### src/rtl/st7066u_lcd_sequencer.sv
// st7066u_lcd_sequencer
// Drives the 8-bit ST7066U character-LCD bus. After reset it waits out the
// controller power-up time, sends the four-byte init sequence, then accepts
// single command/data bytes through a ready/request handshake. Every byte
// gets RS/DB setup, an E strobe, a hold cycle and the execution delay.
module st7066u_lcd_sequencer #(
    parameter int POWERUP_CYCLES   = 480000,
    parameter int E_PULSE_CYCLES   = 7,
    parameter int EXEC_CYCLES      = 480,
    parameter int LONG_EXEC_CYCLES = 19200
) (
    input  logic       i_clk,
    input  logic       i_reset,
    input  logic       i_req,
    input  logic       i_rs,
    input  logic [7:0] i_data,
    output logic       o_ready,
    output logic       o_init_done,
    output logic       o_lcd_rs,
    output logic       o_lcd_rw,
    output logic       o_lcd_e,
    output logic [7:0] o_lcd_db
);

    // One shared counter covers every timed state, so it is sized for the longest wait.
    localparam int MAX_AB  = (POWERUP_CYCLES > E_PULSE_CYCLES) ? POWERUP_CYCLES : E_PULSE_CYCLES;
    localparam int MAX_CD  = (EXEC_CYCLES > LONG_EXEC_CYCLES) ? EXEC_CYCLES : LONG_EXEC_CYCLES;
    localparam int CNT_MAX = (MAX_AB > MAX_CD) ? MAX_AB : MAX_CD;
    localparam int CNT_W   = $clog2(CNT_MAX) + 1;

    localparam logic [CNT_W-1:0] PWR_LAST  = CNT_W'(POWERUP_CYCLES - 1);
    localparam logic [CNT_W-1:0] E_LAST    = CNT_W'(E_PULSE_CYCLES - 1);
    localparam logic [CNT_W-1:0] EXEC_LAST = CNT_W'(EXEC_CYCLES - 1);
    localparam logic [CNT_W-1:0] LONG_LAST = CNT_W'(LONG_EXEC_CYCLES - 1);

    typedef enum logic [2:0] {
        PWR_WAIT,
        SETUP,
        STROBE,
        HOLD,
        EXEC_WAIT,
        IDLE
    } state_t;

    state_t           state;
    state_t           state_next;
    logic [CNT_W-1:0] cnt;
    logic [1:0]       init_idx;
    logic             running_init;
    logic             init_done;
    logic             lcd_rs;
    logic [7:0]       lcd_db;

    logic             load;
    logic             load_rs;
    logic [7:0]       load_db;
    logic             idx_step;
    logic             finish_init;
    logic             long_write;
    logic [CNT_W-1:0] exec_last;

    // Init bytes: 8-bit/2-line/5x8, display on, clear, entry increment.
    function automatic logic [7:0] init_byte(input logic [1:0] idx);
        case (idx)
            2'd0:    return 8'h38;
            2'd1:    return 8'h0C;
            2'd2:    return 8'h01;
            default: return 8'h06;
        endcase
    endfunction

    // Clear and home commands need the long execution delay.
    assign long_write = !lcd_rs && ((lcd_db == 8'h01) || (lcd_db == 8'h02) || (lcd_db == 8'h03));
    assign exec_last  = long_write ? LONG_LAST : EXEC_LAST;

    assign o_ready     = (state == IDLE);
    assign o_lcd_e     = (state == STROBE);
    assign o_lcd_rw    = 1'b0;
    assign o_lcd_rs    = lcd_rs;
    assign o_lcd_db    = lcd_db;
    assign o_init_done = init_done;

    // Next-state logic and byte-load selection for init and host writes.
    always_comb begin
        state_next  = state;
        load        = 1'b0;
        load_rs     = 1'b0;
        load_db     = 8'h00;
        idx_step    = 1'b0;
        finish_init = 1'b0;
        case (state)
            PWR_WAIT: begin
                if (cnt == PWR_LAST) begin
                    state_next = SETUP;
                    load       = 1'b1;
                    load_db    = init_byte(2'd0);
                end
            end
            SETUP: state_next = STROBE;
            STROBE: begin
                if (cnt == E_LAST) begin
                    state_next = HOLD;
                end
            end
            HOLD: state_next = EXEC_WAIT;
            EXEC_WAIT: begin
                if (cnt == exec_last) begin
                    if (running_init && (init_idx != 2'd3)) begin
                        state_next = SETUP;
                        load       = 1'b1;
                        load_db    = init_byte(init_idx + 2'd1);
                        idx_step   = 1'b1;
                    end else begin
                        state_next  = IDLE;
                        finish_init = running_init;
                    end
                end
            end
            IDLE: begin
                if (i_req) begin
                    state_next = SETUP;
                    load       = 1'b1;
                    load_rs    = i_rs;
                    load_db    = i_data;
                end
            end
            default: state_next = PWR_WAIT;
        endcase
    end

    // State, shared counter, init tracking and the latched RS/DB bus.
    always_ff @(posedge i_clk) begin
        if (i_reset) begin
            state        <= PWR_WAIT;
            cnt          <= '0;
            init_idx     <= 2'd0;
            running_init <= 1'b1;
            init_done    <= 1'b0;
            lcd_rs       <= 1'b0;
            lcd_db       <= 8'h00;
        end else begin
            state <= state_next;
            cnt   <= (state_next != state) ? '0 : cnt + CNT_W'(1);
            if (load) begin
                lcd_rs <= load_rs;
                lcd_db <= load_db;
            end
            if (idx_step) begin
                init_idx <= init_idx + 2'd1;
            end
            if (finish_init) begin
                running_init <= 1'b0;
                init_done    <= 1'b1;
            end
        end
    end

endmodule

### config.mk
export PLATFORM = sky130hd
export DESIGN_NAME = st7066u_lcd_sequencer
export DESIGN_NICKNAME = d
export VERILOG_FILES = /design/src/rtl/st7066u_lcd_sequencer.sv
export SDC_FILE = /design/constraint.sdc
export NUM_CORES = 1
export LEC_CHECK = 0
export CAP_MARGIN = 20
export CORE_UTILIZATION = 40
export CTS_CLUSTER_SIZE = 12
export DETAILED_ROUTE_END_ITERATION = 10
export GPL_ROUTABILITY_DRIVEN = 1
export RECOVER_POWER = 100
export SYNTH_ARGS = -nofsm -noshare
export SYNTH_HDL_FRONTEND = slang
export SYNTH_SLANG_ARGS = --single-unit
### constraint.sdc
create_clock -name i_clk -period 4.95 [get_ports i_clk]
set_input_delay 0.7425 -clock i_clk [delete_from_list [all_inputs] [get_ports i_clk]]
set_output_delay 0.7425 -clock i_clk [all_outputs]
set_load 0.02 [all_outputs]
# Yosys cells after proc, flatten, opt, wreduce, memory -nomap -nowiden
# Index checks and enable logic that the tools add are counted.
# word_totals
ff_bits	36
latchBits	0
mem_bits_rw	0
mem_bits_ro	0
out_inout_bits	13
memories	0
# classes
n_addsub	2
mul	0
div_mod_pow	0
n_lt_le_gt_ge	0
n_eq_ne	15
shift	0
n_mux	24
n_bitwise	0
n_reduce_logical	8
# ops
operator	n
$pmux W8 S3	1
$add A20 B1 Y20 const B	1
$eq A20 B15 Y1	1
$eq A20 B19 Y1 const B	1
$eq A20 B3 Y1 const B	1
$mux W6	3
$pmux W3 S6	1
$pmux W6 S3	1
$eq A8 B2 Y1 const B	2
$mux W15	1
$mux W3	5
$mux W1	10
$eq A8 B1 Y1 const B	1
$mux W8	1
$eq A3 B2 Y1 const B	2
$eq A3 B3 Y1 const B	2
$eq A3 B1 Y1 const B	1
$logic_not A3 Y1	1
$ne A3 B3 Y1	1
$pmux W1 S3	1
$add A2 B1 Y2 const B	1
$eq A2 B1 Y1 const B	1
$eq A2 B2 Y1 const B	1
$logic_and A1 B1 Y1	2
5 further kinds	6

# Longest topological paths before layout
# logic_depth
word_depth	10
depth_mapped	8
depth_no_buf	8

# Least setup slack after synthesis
# Ideal clock, no wire load.
# synth_timing
path_kind	register to register
from	reg cnt[0]
to	reg lcd_db[1] (netlist: o_lcd_db[1])
setup_time_ns	0.080
arrival_time_ns	1.941
t_required_ns	4.870
path_slack_ns	2.929
stages_incl_launch_ff	8
n_path_buf	0
path_cell_list	dfxtp_1 ha_1 nand3_4 or3_4 or4_4 nand2_2 nor3_1 a211oi_2
# synth_between
elab_chain_cells	3
word_cells_on_any_way	7
classes_between	eq/ne: 2; mux: 5
# synth_rtl
item	line_no	source
start: declaration	47	logic [CNT_W-1:0] cnt;
start signal: assignment	143	cnt <= (state_next != state) ? '0 : cnt + CNT_W'(1);
$eq A20 B15 Y1 / $eq A20 B19 Y1 (equally long branches)	107, 93	
$mux W6 (tied with other cells)	107	if (cnt == exec_last) begin
$pmux W8 S3 / $pmux W1 S3 (equally long branches)	91	case (state)
end signal: assignment	146	lcd_db <= load_db;
end: declaration	52	logic [7:0] lcd_db;
# Parallel ways exist; a longest one is shown, timed or not.
# A chain may end at the register's enable or synchronous reset.

# Worst setup path after layout
# layout_timing
from	reg cnt[12]
to	reg lcd_db[1] (netlist: o_lcd_db[1])
# Same word-level chain as after synthesis.

==> results.cfg <==
[timing]
fmax_ghz = 0.3694
tightest_slew_ns = 0.9640
period_share_pct = 54.69
rsz0062_at_grt = false
worst_slack_ns = 2.243
slew_viol_final = 0
skew_ns = 0.007765
slew_headroom_pct = 35.14
period_needed_ns = 2.707
setup_viol = 0
hold_violations = 0
tns_ns = 0

[final_layout]
stdcell_count = 294
nets = 259
antenna_cells = 0
fin_area_um2 = 2202
synthToLayoutAreaGrowth_pct = 17.18
drive_gt1_share_pct = 7.025

[synth]
ys_seq_elements = 36
yosysSeqAreaShare_pct = 38.35
syn-num-nets = 240
synth_edf_count = 0
async_flop_share_pct = 0
ys_warn_count = 0
synth_area_leaders = dfxtp_1 38%, nor2_1 6.4%, xnor2_1 5.1%
netlist-cell-type-count = 48
netlist.area_leader.share_pct = 38.35
synth_ff_type = dfxtp_1
synth.cell_area_um2 = 1879
yosysTopAreaCell = dfxtp_1
synth.most_common_cell = dfxtp_1
syn_area_per_cell_um2 = 8.465
netlist_top_cells_count = 36 x dfxtp_1, 32 x nor2_1, 25 x nand2_1
synth_cells = 222

[clock_tree]
clock_path_buffers = 2
clkSlewWorstSetupHoldPaths_ns = 0.07
cts_tree = done
h-tree-depth = 2
insertion_delay_ns = 0.29
postCtsSetupBuffers = 0
numCtsBuffers = 5
cts_hold_buf = 0
cts-root-buf = clkbuf_8
cts_resized = 0
cts.sinks = 36

[global_route]
grt_max_degree = 18
grt_pass1_vias = 1515
grt.overflow.total = 0
grt_usage_pct = 17.14
antenna_found_initial = 0
grt_pass1_wl_um = 6748

[setup_path]
cp-start-kind = register
cp_max_fo = 7
path_delay_family = simple AND/OR/NAND/NOR gates
end_kind = register
crit_arrival_ns = 2.86
cp.depth = 6
critPathRequiredTime_ns = 5.10
crit_type = reg -> reg
cp_num_buf_inv = 0
crit_start = cnt[12]
reg2regPathDepth = 6
rr_startpoint = cnt[12]
crit_top_cell = nor4_1
cp_slowest_cell = nor4_1
path_cells = nor4_1 > nand2_1 > nor4_1 > nand4_1 > o21ai_0 > a211oi_2
slowest_delay_ns = 0.84

[floorplan]
die_x_um = 70.55
die_h_um = 70.55
io_pins = 25
core_area_um2 = 4444
dieArea_um2 = 4977
start_util_pct = 42.29
placementRows = 24

[worst_hold_path]
hp-class = reg -> reg
hp-start = o_init_done
min_path_cells = 2

[detailed_routing]
wl_met2_um = 1742
vias = 1555
vias_per_cell = 5.289
met1Wirelength_um = 1928
drc_errors = 10
routed_wl_um = 3920
met3_length_um = 182
drt_iter0_markers = 65
first_pass_iters = 7
wl_per_cell_um = 13.33
antenna_left = 0
dr.max_layer_used = met4

[power_and_ir_drop]
power.leakage_nw = 0.8075
pwr-share-seq_pct = 51.7
power_frac_clock_pct = 44.7
combPwrFrac_pct = 3.6
sw_frac_of_total_pct = 20.69
power.switching_w = 0.0001179
power.internal_w = 0.0004520
max-vdd-ir-drop_v = 0.0001920
finalPower_w = 0.0005699
p_per_area_nw_per_um2 = 258.8

[run]
drv_cap = 0

[placement]
placed_cell_area_um2 = 2125
dpl.cell_count = 286
dp_hpwl_um = 2920
finalWeightedCongestion = 0.7575
io_buffer_count = 23
post-place-ws_ns = 2.044

[run_status]
outcome = finished with violations
violations = DRC
-- tightest hold or removal path: stages (launching register included) --
cell     delay (ns)
dfxtp_1        0.33
a31oi_1        0.04
nor2_1         0.07
-- kinds of logic after synthesis --
kind of cell | Yosys count | share of synthesized area [%]
flops | 36 | 38.35
fa+ha+maj | 6 | 3.995
buf+inv | 17 | 3.862
compound gates | 23 | 8.789
other cells | 1 | 0.1995
xor+xnor | 20 | 9.321
mux | 1 | 0.7322
simple gates | 118 | 34.75
-- state kept, by name (all words and copies together) (netlist names) --
name          flops
cnt              20
state             3
o_init_done       1
running_init      1
o_lcd_rs          1
init_idx          2
o_lcd_db          8
-- through the flow --
step | hold slack, ns | util [%]
finish | 0.4688 | 49.55
detailed placement | 0.4612 | 47.80
floorplan | 0.4408 | -
CTS | 0.4767 | 50.23
global placement | 0.4600 | 47.80
global route | 0.4935 | 49.55
-- power groups by stage --
stage               clock network, W  registers [W]  logic [W]
floorplan                          0       0.000300  0.0000106
global placement                   0       0.000301  0.0000211
finish                      0.000255       0.000295  0.0000205
global route                0.000272       0.000295  0.0000228
CTS                         0.000262       0.000294  0.0000213
detailed placement                 0       0.000301  0.0000212
-- final timing paths --
kind	to	slack (ns)
hold reg to reg	o_init_done	0.47
setup reg to reg	o_lcd_db[1]	2.24
hold / removal	o_init_done	0.47
setup / recovery	o_lcd_db[1]	2.24
-- final cells by class --
class	instances	area [um^2]
Inverter	6	22.52
Tap cell	52	65.06
Clock inverter	2	35.03
Fill cell	445	2242
Multi-Input combinational cell	169	1056
Timing Repair Buffer	23	230.2
Sequential cell	36	720.7
Clock buffer	6	72.57
-- cell usage in the layout, fill, tap and decap left out, drive strengths merged, types with 3 or more instances in the layout --
master,Yosys,routed
a211oi,3,3
a21oi,6,6
and3,3,3
clkbuf,6,6
clkdlybuf4s50,0,10
dfxtp,36,36
dlygate4sd3,0,13
ha,6,6
inv,6,6
nand2,26,26
nand3,10,10
nand4,11,11
nor2,32,32
nor3,11,11
nor4,7,7
o21ai,3,3
xnor2,11,11
xor2,9,9
-- metal layers --
| metal | vias up | global-route usage [%] |
|---|---|---|
| met5 | - | 0 |
| met1 | 708 | 21.26 |
| met2 | 28 | 28.16 |
| met4 | 0 | 7.778 |
| li1 | 811 | - |
| met3 | 8 | 4.416 |
Power figures use the tool's default switching activity.
==> patch (config.mk and constraints unchanged) <==
Make the reset (`i_reset`) asynchronous in one clocked block.
--- a/src/rtl/st7066u_lcd_sequencer.sv
+++ b/src/rtl/st7066u_lcd_sequencer.sv
@@ -131,3 +131,3 @@
     // State, shared counter, init tracking and the latched RS/DB bus.
-    always_ff @(posedge i_clk) begin
+    always_ff @(posedge i_clk or posedge i_reset) begin
         if (i_reset) begin
Check against the original RTL: no difference found for any inputs over 10 cycles, from zero or initial values and one cycle with i_reset high; that may be too few to reach the edited logic, so the function may still have changed.
==> patch against the unedited design <==
  * The run ends with max-capacitance violations, max-slew violations left
  * Count of clock-buffer cells in the layout fell by 1
  * Cell area up 8.9%
  * Setup slack got worse by 750 ps
  * Die area up 6.3%
  * Sequential cell count unchanged
  * Area after synthesis increased by 6.5%
  * Clock skew down 1.3 ps
  * Power up 18%
  * Worst hold slack improved by 5.7 ps
  * Sequential share of layout area grew 4.9 points
  * Wire length is 6.3% higher
  * Global-route usage up 0.99 points
  * Critical path type unchanged
  * Critical endpoint is now cnt[4]
  * Largest cell class unchanged
  * Highest routed layer unchanged
==> patch: results (changes against the unedited design) <==
stage;metric;value;unit;change
outcome;outcome;finished, violations left;;
outcome;failing checks;max-capacitance violations, max-slew violations;;
drt;WL/cell;13.76;um;+3.2%
logic_synthesis;most frequent cells after synthesis;dfrtp_1 (35), nor3_1 (29), nand2_1 (25);;
logic_synthesis;Area contributors post-synth;dfrtp_1 (44%), nor3_1 (7.3%), xor2_1 (4.8%);;
placed_design;global placement routability congestion;0.8094;;+6.9%
cells_and_area;share of cells above drive strength 1;5.508;%;-1.5 points
drt;routed vias;1597;;+2.7%
timing;worst clock skew;6.514;ps;-1.251 ps
run;Max Cap Viol;1;;+1
timing;Worst slew margin;-27.31;%;-62 points
global_routing;first-pass GRT wire length;7.300;mm;+8.2%
drt;First-pass DRT Iterations;4;;-3
logic_synthesis;synth unique cells;41;;-15%
logic_synthesis;net count after synthesis;231;;-3.8%
drt;initial DRC count;132;;+100%
logic_synthesis;Main synth FF type;dfrtp_1;;
worst_hold_path;HP Class;register to register;;
setup_path;Reg2Reg Setup Slack;1500;ps;-750 ps
placed_design;Post-DP HPWL;2.922;mm;about the same
timing;final slew viol count;37;;+37
cells_and_area;fill count;470;;+5.6%
logic_synthesis;Post-synth EDFFs;0;;unchanged
power;VDD IR max;0.0001674;V;-13%
power;leakage;1.059;nW;+31%
global_routing;total track usage;18.14;%;+0.99 points
setup_path;crit-path max FO;20;;+13
logic_synthesis;sequential share of the synthesized area;45.06;%;+6.7 points
cells_and_area;nets@finish;253;;-2.3%
setup_path;WP data arrival;3600;ps;+740 ps
-- patch: cell count changes after synthesis, moves of 3 or more --
cell / delta
dfrtp_1: +35
a21oi_1: -3
nand4_1: -3
dfxtp_1: -36
nand4b_1: +6
nor2_1: -22
nand3_1: +8
a211oi_2: -3
clkbuf_1: -3
nor3_1: +20
-- patch: final cells by class --
| class | instances | area share, % |
|---|---|---|
| clock inverter | 3 | 3.756 |
| clock buffer | 5 | 2.869 |
| inverter | 8 | 1.252 |
| tap | 67 | 3.495 |
| multi-input combinational | 159 | 40.95 |
| timing repair buffer | 25 | 10.07 |
| sequential | 36 | 37.61 |
-- patch: cells by family (layout without fill, tap and decap cells) --
| kind of cell | count (synthesis) | count (layout) | synth area share (%) |
|---|---|---|---|
| simple gates | 117 | 117 | 32.13 |
| other cells | 1 | 1 | 0.1873 |
| compound gates | 13 | 13 | 4.437 |
| fa+ha+maj | 6 | 6 | 3.750 |
| xor+xnor | 20 | 20 | 8.750 |
| flops | 36 | 36 | 45.06 |
| mux | 2 | 2 | 1.062 |
| buf+inv | 18 | 41 | 4.625 |
-- patch: power breakdown --
group	switching, mW	leakage (nW)	total, mW	internal (mW)
sequential	0	0.464	0.294	0.294
combinational	0.00803	0.516	0.0159	0.00782
clock	0.110	0.0784	0.362	0.252
total	0.118	1.06	0.672	0.554
-- patch: worst max-delay path: stages, from the launching register on --
cell and delay, ps:
dfrtp_1 520, or3_1 440, or4_1 430, nor4_1 1090
o31ai_1 150, nand2_1 550, nor3_1 110
-- patch: per-layer routing --
metal / vias up / track usage [%] / share of wire, % / wire length [um]
met1: 759 / 24.23 / 49 / 2027
met3: 6 / 4.282 / 4.8 / 199
met2: 27 / 28.76 / 45 / 1888
li1: 805 / - / - / -
met4: 0 / 6.536 / 1.2 / 52
met5: - / 0 / 0 / 0
-- patch: worst paths after layout --
check                                 start          end  cells after the start
worst max-delay path               state[0]       cnt[4]                      6
worst min-delay path            o_init_done  o_init_done                      1
worst max register to register     state[0]       cnt[4]                      6
worst min register to register  o_init_done  o_init_done                      1
max in group asynchronous           i_reset      cnt[19]                      3
min in group asynchronous           i_reset      cnt[17]                      3
-- patch: through the flow --
step	util (%)	cells	cell area (um2)	hold slack [ps]	setup slack (ps)
6_report	50.45	303	2399	474.5	1496
5_1_grt	50.45	303	2399	515.5	1062
4_1_cts	51.16	303	2432	484.1	2030
3_5_place_dp	47.82	295	2273	459.6	2047
3_3_place_gp	47.82	295	2273	451.3	2091
2_1_floorplan	-	213	2002	444.3	2949
